<file path="src/rtl/cacheline_burst_adaptor.sv">
// Whole-line cache fill/writeback requests to fixed-length memory bursts, low beat first.
// Define ADAPTOR_TIMEOUT_EN to abort stalled bursts after `timeout` idle beat cycles (err_o).
//
//   state | meaning
//   IDLE  | waiting for read_i/write_i; latches aligned address and victim line
//   RD    | read_o held, beats from burst_i assembled into line_o
//   WR    | write_o held, burst_o driven from the buffered line
//   DONE  | one-cycle resp_o (and err_o on abort) to the cache
module cacheline_burst_adaptor #(
  parameter int s_offset    = 5,
  parameter int burst_width = 64,
  parameter int timeout     = 255
) (
  input  logic                          clk,
  input  logic                          rst,
  input  logic                          read_i,
  input  logic                          write_i,
  input  logic [31:0]                   address_i,
  input  logic [8*(2**s_offset)-1:0]    line_i,
  output logic [8*(2**s_offset)-1:0]    line_o,
  output logic                          resp_o,
  output logic                          err_o,
  input  logic [burst_width-1:0]        burst_i,
  output logic [burst_width-1:0]        burst_o,
  output logic [31:0]                   address_o,
  output logic                          read_o,
  output logic                          write_o,
  input  logic                          resp_i
);

  localparam int s_line    = 8 * (2 ** s_offset);
  localparam int num_beats = s_line / burst_width;
  localparam int cnt_w     = (num_beats > 1) ? $clog2(num_beats) : 1;
  localparam logic [cnt_w-1:0] last_beat = cnt_w'(num_beats - 1);

  typedef enum logic [1:0] {IDLE, RD, WR, DONE} state_t;

  state_t              state, state_next;
  logic [cnt_w-1:0]    count;
  logic [s_line-1:0]   wbuf;
  logic                abort;

  // Offset bits are dropped by line alignment.
  logic unused_addr_bits;
  assign unused_addr_bits = ^address_i[s_offset-1:0];

  always_ff @(posedge clk) begin
    if (rst) state <= IDLE;
    else     state <= state_next;
  end

  always_comb begin
    state_next = state;
    read_o     = 1'b0;
    write_o    = 1'b0;
    resp_o     = 1'b0;
    case (state)
      IDLE: begin
        if (write_i)     state_next = WR;
        else if (read_i) state_next = RD;
      end
      RD: begin
        read_o = 1'b1;
        if (abort || (resp_i && count == last_beat)) state_next = DONE;
      end
      WR: begin
        write_o = 1'b1;
        if (abort || (resp_i && count == last_beat)) state_next = DONE;
      end
      DONE: begin
        resp_o     = 1'b1;
        state_next = IDLE;
      end
      default: state_next = IDLE;
    endcase
  end

  always_comb begin
    burst_o = '0;
    if (state == WR) burst_o = wbuf[count*burst_width +: burst_width];
  end

  always_ff @(posedge clk) begin
    if (rst) begin
      count     <= '0;
      address_o <= '0;
      wbuf      <= '0;
      line_o    <= '0;
    end else begin
      case (state)
        IDLE: begin
          if (write_i || read_i) begin
            address_o <= {address_i[31:s_offset], {s_offset{1'b0}}};
            count     <= '0;
          end
          if (write_i) wbuf <= line_i;
        end
        RD: begin
          if (resp_i) begin
            line_o[count*burst_width +: burst_width] <= burst_i;
            count <= count + 1'b1;
          end
        end
        WR: begin
          if (resp_i) count <= count + 1'b1;
        end
        default: ;
      endcase
    end
  end

`ifdef ADAPTOR_TIMEOUT_EN
  localparam int to_w = $clog2(timeout + 1);

  logic [to_w-1:0] to_cnt;
  logic            err_q;

  // Abort fires on the cycle the wait counter would reach the limit.
  assign abort = (state == RD || state == WR) && !resp_i
                 && (to_cnt == to_w'(timeout - 1));

  always_ff @(posedge clk) begin
    if (rst) begin
      to_cnt <= '0;
      err_q  <= 1'b0;
    end else begin
      if (state == RD || state == WR) begin
        if (resp_i) to_cnt <= '0;
        else        to_cnt <= to_cnt + 1'b1;
      end else begin
        to_cnt <= '0;
      end
      err_q <= abort;
    end
  end

  assign err_o = err_q;
`else
  localparam int unused_timeout = timeout;

  assign abort = 1'b0;
  assign err_o = 1'b0;
`endif

endmodule
</file>
<file path="config.mk">
export PLATFORM = sky130hd
export DESIGN_NAME = cacheline_burst_adaptor
export DESIGN_NICKNAME = d
export VERILOG_FILES = /design/src/rtl/cacheline_burst_adaptor.sv
export SDC_FILE = /design/constraint.sdc
export NUM_CORES = 1
export LEC_CHECK = 0
export ABC_AREA = 0
export CORE_AREA = 4 4 279 281
export CTS_BUF_LIST = sky130_fd_sc_hd__clkbuf_4 sky130_fd_sc_hd__clkbuf_8 sky130_fd_sc_hd__clkbuf_16
export DETAILED_ROUTE_END_ITERATION = 7
export DIE_AREA = 0 0 283 285
export DONT_BUFFER_PORTS = 1
export GPL_TIMING_DRIVEN = 0
export PLACE_DENSITY = 0.47
export SLEW_MARGIN = 20
export SYNTH_ARGS = -nofsm -noshare
export SYNTH_HDL_FRONTEND = slang
export SYNTH_SLANG_ARGS = --single-unit
</file>
<file path="constraint.sdc">
create_clock -name clk -period 3.2 [get_ports clk]
set_input_delay 0.64 -clock clk [delete_from_list [all_inputs] [get_ports clk]]
set_output_delay 0.64 -clock clk [all_outputs]
set_load 0.01 [all_outputs]
</file>
==> impl_metrics.py, run 1 <==
metrics = {
    "logic_synthesis": {
        "synth_area_um2": 21100,
        "synth_largest_area_cell": "dfxtp_1",
        "netlist.area_leader.share_pct": 51.4,
        "synth_cell_types": 37,
        "yosys-top-cells-area": "dfxtp_1 (51%), nand2_1 (12%), a21oi_1 (9.2%), mux4_2 (6.8%), a32oi_1 (3.6%)",
        "synth.avg_cell_area_um2": 8.81,
        "synth_warnings": 0,
        "postSynthCellCount": 2399,
        "synth-edff-count": 0,
        "ys_dominant_reg_cell": "dfxtp_1",
        "synthArstFlopShare_pct": 0,
        "synth_sequential_area_ratio_pct": 51.4,
        "synth.ff_latch_count": 543,
    },
    "die": {
        "dieWidth_um": 283,
        "core_area_um2": 75400,
        "initial_core_utilization_pct": 28.0,
        "die_h_um": 285,
        "floorplan.rows": 101,
        "dieArea_um2": 80700,
        "ioPinCount": 713,
    },
    "layout": {
        "most_common_cell_after_layout_fill_and_taps_aside": "nand2_1",
        "fin_nets": 2839,
        "final_layout_size_suffix_gt1_share_pct": 12.3,
        "num-fill-cells": 7911,
        "area_delta_synth_final_pct": 17.0,
        "most-common-layout-cells": "nand2_1 (674), dfxtp_1 (543), a21oi_1 (388), clkbuf_1 (134), nand3_1 (109)",
        "finalNonFillerCells": 3509,
    },
    "power_and_ir_drop": {
        "ir_worst_vdd_mv": 0.473,
        "internal_power_mw": 13.9,
        "comb_power_share_pct": 23.6,
        "net-switching-power_mw": 6.94,
        "power_per_unit_of_standard_cell_area_nw_per_um2": 842,
        "seq_power_share_pct": 38.7,
        "power.switching_fraction_pct": 33.3,
        "cellLeakagePower_nw": 8.87,
        "power.clock.fraction_pct": 37.7,
        "post-layout-total-power_mw": 20.8,
    },
    "grt": {
        "grt_antenna_before_repair": 11,
        "grt_pass1_vias": 18500,
        "globalRouteOverflowTotal": 0,
        "gr-usage-all-layers_pct": 21.6,
        "wire_length_of_the_first_global_routing_pass_um": 131000,
        "pin_count_of_the_biggest_net_entering_global_routing": 13,
    },
    "clocking": {
        "cts_htree_levels": 3,
        "cts_max_path_buffers": 3,
        "cts.sink_count": 543,
        "cts_buffers": 66,
        "worst_skew_pair.late_latency_ns": 0.58,
        "cts.root.buffer_cell": "clkbuf_16",
        "ctsHoldBuffers": 0,
        "clkTransAtPathRegs_ns": 0.06,
        "tritoncts": "built",
    },
    "worst_setup_path": {
        "crit_path_start_kind": "flip-flop",
        "cp_max_fo": 10,
        "arrival_ns": 2.43,
        "end_kind": "output pin",
        "worst_ep_required_time_ns": 2.56,
        "critPathKind": "reg -> out",
    },
    "status": {
        "outcome": "finished clean",
    },
    "sta": {
        "final.setup.worst_slack_ns": 0.134,
        "final-hold-violation-count": 0,
        "final_clock_period_utilization_by_the_worst_path_pct": 95.8,
        "final-max-slew-violation-count": 0,
        "setup_viol_count_final": 0,
        "clock.fmax_mhz": 326,
        "final.setup_skew_ns": 0.0163,
        "rsz_0062_raised_after_global_routing": "no",
        "time_the_worst_path_needs_with_i_o_delays_and_setup_ns": 3.07,
        "max-slew-margin-rel_pct": 44.4,
        "finalSetupTns_ns": 0,
        "worstMarginPinSlew_ns": 0.834,
    },
    "drt": {
        "route.antenna.remaining_nets": 0,
        "dr.pass1.iters": 5,
        "vias_per_cell": 5.31,
        "remaining_drc_errors": 0,
        "initialDrtViolationCount": 1365,
        "postRouteWirelength_um": 91800,
        "post_drt_wl_per_cell_um": 26.2,
        "route.vias.total": 18600,
    },
    "placement": {
        "globalplace.congestion": 0.911,
        "port_buffers": 0,
        "hpwlAfterDp_um": 71000,
        "dp_worst_setup_slack_ns": -0.451,
        "cell_total_after_placement": 3382,
    },
    "worst_hold_path": {
        "hold_class": "in -> reg",
    },
    "flow_run": {
        "reported_max_cap_violation_count": 0,
    },
}
-- synth_stat cells (5+ instances only) --
cell type	n
and3_1	43
inv_1	5
dfxtp_1	543
buf_1	15
a31o_1	5
nor2_1	88
a32oi_1	88
and2_1	66
buf_6	15
ha_1	11
mux4_2	64
a21oi_1	388
nand2_1	674
buf_2	55
a31o_2	35
clkbuf_1	140
buf_4	6
nand3_1	109
a32o_1	24
-- cell families (layout without fill, tap and decap cells) --
family / after synthesis / after routing / share of synthesized area, %
and+or+nand+nor: 993 / 993 / 20.0
other: 1 / 14 / 0.0177
buffers and inverters: 236 / 355 / 5.15
muxes: 64 / 64 / 6.82
AOI/OAI and AO/OA: 551 / 551 / 16.0
DFF: 543 / 543 / 51.4
adders and majority gates: 11 / 11 / 0.651
-- worst paths after layout --
kind | start | end | slack, ns | cells after the start
setup / recovery | count[0] | burst_o[18] | 0.13 | 4
hold / removal | burst_i[49] | line_o[241] | 0.18 | 1
setup reg to reg | count[0] | line_o[113] | 0.36 | 10
hold reg to reg | wbuf[138] | wbuf[138] | 0.45 | 2
-- power by group through the flow --
stage	Clock (mW)	Combinational, mW	Sequential (mW)
5_1_grt	8.28	5.41	8.14
2_1_floorplan	0	3.37	8.00
3_5_place_dp	0	4.91	8.21
3_3_place_gp	0	4.80	8.19
6_report	7.86	4.91	8.07
4_1_cts	8.05	4.94	8.07
-- registers in the layout (all words and copies together) (netlist names) --
register,count
count,2
wbuf,256
state,2
address_o,27
line_o,256
-- worst max-delay path, cell delays in order, from the launching register on --
cell     delay [ns]
dfxtp_1        0.35
buf_4          0.25
buf_2          0.41
mux4_2         0.58
and2_1         0.24
-- routing by layer --
| metal | up-vias | GRT usage, % | part of all wire (%) |
|---|---|---|---|
| met5 | - | 0 | 0.034 |
| met1 | 9222 | 26.5 | 40 |
| met3 | 177 | 5.87 | 7.7 |
| li1 | 8439 | - | - |
| met2 | 797 | 36.3 | 48 |
| met4 | 4 | 7.98 | 3.8 |
-- area by class of cell --
| cell class | instances | area (um2) | share of cell area, % |
|---|---|---|---|
| sequential | 543 | 10900 | 43.9 |
| tap | 978 | 1220 | 4.95 |
| inverter | 5 | 18.8 | 0.0758 |
| clock buffer | 94 | 2010 | 8.12 |
| buffer | 230 | 1080 | 4.38 |
| multi-input combinational | 1625 | 9210 | 37.2 |
| clock inverter | 26 | 310 | 1.25 |
| antenna | 8 | 20.0 | 0.0809 |
-- repair_timing --
action,4_1_cts,5_1_grt
setup endpoints to repair,311,0
gates resized for setup,10,0
buffers inserted,0,0
-- per-stage QoR --
| step | hold WS [ns] | cell area, um2 | utilization, % |
|---|---|---|---|
| floorplan | 0.433 | 21200 | - |
| global placement | 0.441 | 22400 | 29.7 |
| detailed placement | 0.445 | 22400 | 29.7 |
| CTS | 0.126 | 24700 | 32.8 |
| global route | 0.145 | 24700 | 32.8 |
| finish | 0.177 | 24700 | 32.8 |
No activity file was read; power rests on OpenSTA's default activity.
==> run 2, diff against run 1 <==
--- a/config.mk
+++ b/config.mk
@@ -5,14 +5,16 @@
 export SDC_FILE = /design/constraint.sdc
 export NUM_CORES = 1
 export LEC_CHECK = 0
-export ABC_AREA = 0
-export CORE_AREA = 4 4 279 281
+export ABC_AREA = 1
+export CORE_ASPECT_RATIO = 1.75
+export CORE_MARGIN = 4
+export CORE_UTILIZATION = 30
 export CTS_BUF_LIST = sky130_fd_sc_hd__clkbuf_4 sky130_fd_sc_hd__clkbuf_8 sky130_fd_sc_hd__clkbuf_16
 export DETAILED_ROUTE_END_ITERATION = 7
-export DIE_AREA = 0 0 283 285
 export DONT_BUFFER_PORTS = 1
 export GPL_TIMING_DRIVEN = 0
-export PLACE_DENSITY = 0.47
+export PLACE_DENSITY = 0.49
+export SETUP_SLACK_MARGIN = 0.5
 export SLEW_MARGIN = 20
 export SYNTH_ARGS = -nofsm -noshare
 export SYNTH_HDL_FRONTEND = slang
==> run 2 against run 1 <==
Against the previous run:
- cell count increased by 18%
- first-iteration DRC count decreased by 8.9%
- sequential power increased by 11%
- combinational power increased by 71%
- register-to-register slack improved by 0.23 ns
- via count increased by 13%
- hold slack improved by 0.019 ns
==> impl_metrics.py, run 2 <==
metrics = {
    "layout": {
        "largest_registers": "line_o (256), wbuf (256), address_o (27)",
        "finalNonFillerCells": 4143,
        "fin_util_pct": 36.2,
        "final_layout_size_suffix_gt1_share_pct": 13.3,
        "sequential_cell_area_um2": 10900,
        "most-common-layout-cells": "nor2_1 (863), dfxtp_1 (541), o21ai_0 (418), nand2_1 (313), a21oi_1 (260)",
        "most_common_cell_after_layout_fill_and_taps_aside": "nor2_1",
        "area_delta_synth_final_pct": 19.5,
        "area_of_combinational_cells_with_multiple_inputs_um2": 10500,
        "num-fill-cells": 8055,
        "fin_nets": 3522,
    },
    "die": {
        "core_area_um2": 72900,
        "initial_core_utilization_pct": 30.3,
        "dieArea_um2": 78100,
        "dieWidth_um": 213,
        "ioPinCount": 713,
        "die_h_um": 367,
        "floorplan.rows": 131,
    },
    "drt": {
        "route.antenna.remaining_nets": 0,
        "dr.pass1.iters": 5,
        "initialDrtViolationCount": 1244,
        "postRouteWirelength_um": 105000,
        "route.vias.total": 21100,
        "remaining_drc_errors": 0,
        "post_drt_wl_per_cell_um": 25.4,
        "vias_per_cell": 5.09,
    },
    "worst_setup_path": {
        "end_kind": "output pin",
        "critical_path.cell_chain": "buf_8, buf_12, buf_6, nor2_1, nor2_4, o21ai_0, a21oi_2",
        "reg2reg_setup_slack_ns": 0.59,
        "worst_r2r_dst": "line_o[7]",
        "crit_path_start_kind": "flip-flop",
        "ff_to_ff_start": "count[0]",
        "max_stage_delay_ns": 0.34,
        "count_of_cells_along_the_worst_register_to_register_path": 10,
        "worstSetupStartpoint": "count[0]",
        "arrival_ns": 2.01,
        "crit_path_top_delay_cell": "dfxtp_2",
        "worst_ep_required_time_ns": 2.56,
        "cp_max_fo": 10,
        "critPathKind": "reg -> out",
    },
    "logic_synthesis": {
        "ys_dominant_reg_cell": "dfxtp_1",
        "synth_area_um2": 22100,
        "synth-edff-count": 0,
        "yosys-top-cells-area": "dfxtp_1 (49%), nor2_1 (15%), o21ai_0 (12%), a21oi_1 (7.3%), nand2_1 (5.3%)",
        "synth_largest_area_cell": "dfxtp_1",
        "netlist.area_leader.share_pct": 49.3,
        "postSynthCellCount": 3082,
        "library_cell_with_the_highest_instance_count_after_synthesis": "nor2_1",
        "synth_warnings": 0,
        "synth_sequential_area_ratio_pct": 49.3,
        "synthArstFlopShare_pct": 0,
        "synth_cell_types": 20,
        "synth.avg_cell_area_um2": 7.16,
        "synth.ff_latch_count": 543,
        "synth_common_cells": "nor2_1 (888), dfxtp_1 (543), o21ai_0 (524)",
    },
    "sta": {
        "final.setup.worst_slack_ns": 0.551,
        "setup_viol_count_final": 0,
        "rsz_0062_raised_after_global_routing": "yes",
        "final-max-slew-violation-count": 0,
        "max-slew-margin-rel_pct": 39.9,
        "finalSetupTns_ns": 0,
        "clock.fmax_mhz": 378,
        "worstMarginPinSlew_ns": 0.902,
        "time_the_worst_path_needs_with_i_o_delays_and_setup_ns": 2.65,
        "final.setup_skew_ns": 0.0129,
        "final_clock_period_utilization_by_the_worst_path_pct": 82.8,
        "final-hold-violation-count": 0,
        "finalHoldWorstSlack_ns": 0.196,
    },
    "power_and_ir_drop": {
        "cellLeakagePower_nw": 9.91,
        "power_per_unit_of_standard_cell_area_nw_per_um2": 904,
        "ir_worst_vdd_mv": 0.501,
    },
    "placement": {
        "dp_worst_setup_slack_ns": -0.00488,
        "hpwlAfterDp_um": 85200,
        "port_buffers": 0,
        "cell_total_after_placement": 4018,
        "globalplace.congestion": 0.955,
    },
    "worst_hold_path": {
        "min_delay_worst_endpoint": "line_o[163]",
        "hold_path_startpoint": "burst_i[35]",
        "hold_class": "in -> reg",
        "min_path_cells": 2,
    },
    "clocking": {
        "ctsHoldBuffers": 0,
        "clkTransAtPathRegs_ns": 0.07,
        "cts_max_path_buffers": 3,
        "cts_buffers": 53,
        "cts.sink_count": 543,
        "tritoncts": "built",
        "cts.root.buffer_cell": "clkbuf_16",
        "worst_skew_pair.late_latency_ns": 0.60,
        "cts_htree_levels": 2,
    },
    "grt": {
        "pin_count_of_the_biggest_net_entering_global_routing": 15,
        "wire_length_of_the_first_global_routing_pass_um": 146000,
        "grt_antenna_before_repair": 46,
        "gr-usage-all-layers_pct": 25.5,
        "globalRouteOverflowTotal": 0,
        "grt_pass1_vias": 20900,
    },
    "flow_run": {
        "reported_max_cap_violation_count": 0,
    },
    "status": {
        "outcome": "finished clean",
    },
}
-- run 2: cell count changes after synthesis, sizes merged, moves of 40 or more --
cell   delta
a21oi    -64
a31o     -40
a32oi    -88
and2     -66
and3     -43
buf      +59
inv      +74
mux4     -64
nand2   -360
nor2    +802
o21ai   +522
-- run 2: final cells by class --
cell class | count | share of cell area (%)
multi-input cells | 2206 | 39.7
clock buffers | 76 | 5.99
inverters | 79 | 1.17
clock inverters | 13 | 0.598
diodes | 24 | 0.228
flip-flops and latches | 543 | 41.2
repair buffers | 12 | 0.451
plain buffers | 259 | 6.16
well taps | 931 | 4.42
-- run 2: how the worst max path moves through the flow --
stage | end | slack, ns | cells past startpoint
3_5_place_dp | line_o[145] | -0.005 | 10
4_1_cts | burst_o[36] | 0.47 | 6
3_3_place_gp | line_o[145] | 0.0007 | 10
5_1_grt | burst_o[2] | 0.44 | 7
6_report | burst_o[17] | 0.55 | 7
2_1_floorplan | line_o[201] | 1.20 | 11
-- run 2: power breakdown --
part / internal, mW / switching (mW) / total [mW]
combinational: 2.57 / 5.81 / 8.38
clock: 3.66 / 2.82 / 6.48
sequential: 7.99 / 0.995 / 8.98
total: 14.2 / 9.63 / 23.8
-- run 2: kinds of logic (layout without fill, tap and decap cells) --
| family | after synthesis | in the layout | share of synthesized area (%) |
|---|---|---|---|
| other cells | 1 | 30 | 0.0170 |
| simple gates | 1339 | 1339 | 23.7 |
| fa+ha+maj | 11 | 11 | 0.624 |
| buf+inv | 338 | 439 | 7.10 |
| flops | 543 | 543 | 49.3 |
| compound gates | 850 | 850 | 19.3 |
-- run 2: per-layer routing --
layer | part of all wire [%] | vias to the layer above | GRT usage [%] | wire (um)
li1 | - | 10200 | - | -
met1 | 31 | 9813 | 22.7 | 32600
met2 | 53 | 815 | 48.6 | 55300
met3 | 12 | 201 | 12.7 | 12900
met4 | 3.8 | 42 | 8.86 | 4040
met5 | 0.24 | - | 0 | 256
-- run 2: stage by stage --
step                      power, mW  instance area [um2]
after detailed placement       16.3                23300
after global routing           25.3                26300
after floorplan                13.6                22100
after CTS                      23.7                26000
final                          23.8                26400
after global placement         16.2                23300
-- run 2: timing repair --
item                       in CTS  in global routing
setup endpoints to repair     320                120
buffers inserted                7                  5
gates resized for setup       320                115
gates cloned                    0                  0
pin swaps                      23                 22
-- run 2: worst max-delay path, delay by kind of cell (launching register included) --
kind | cells | cell delay, ns
and+or+nand+nor | 2 | 0.18
AOI/OAI and AO/OA | 2 | 0.39
buffers and inverters | 3 | 0.47
DFF | 1 | 0.34
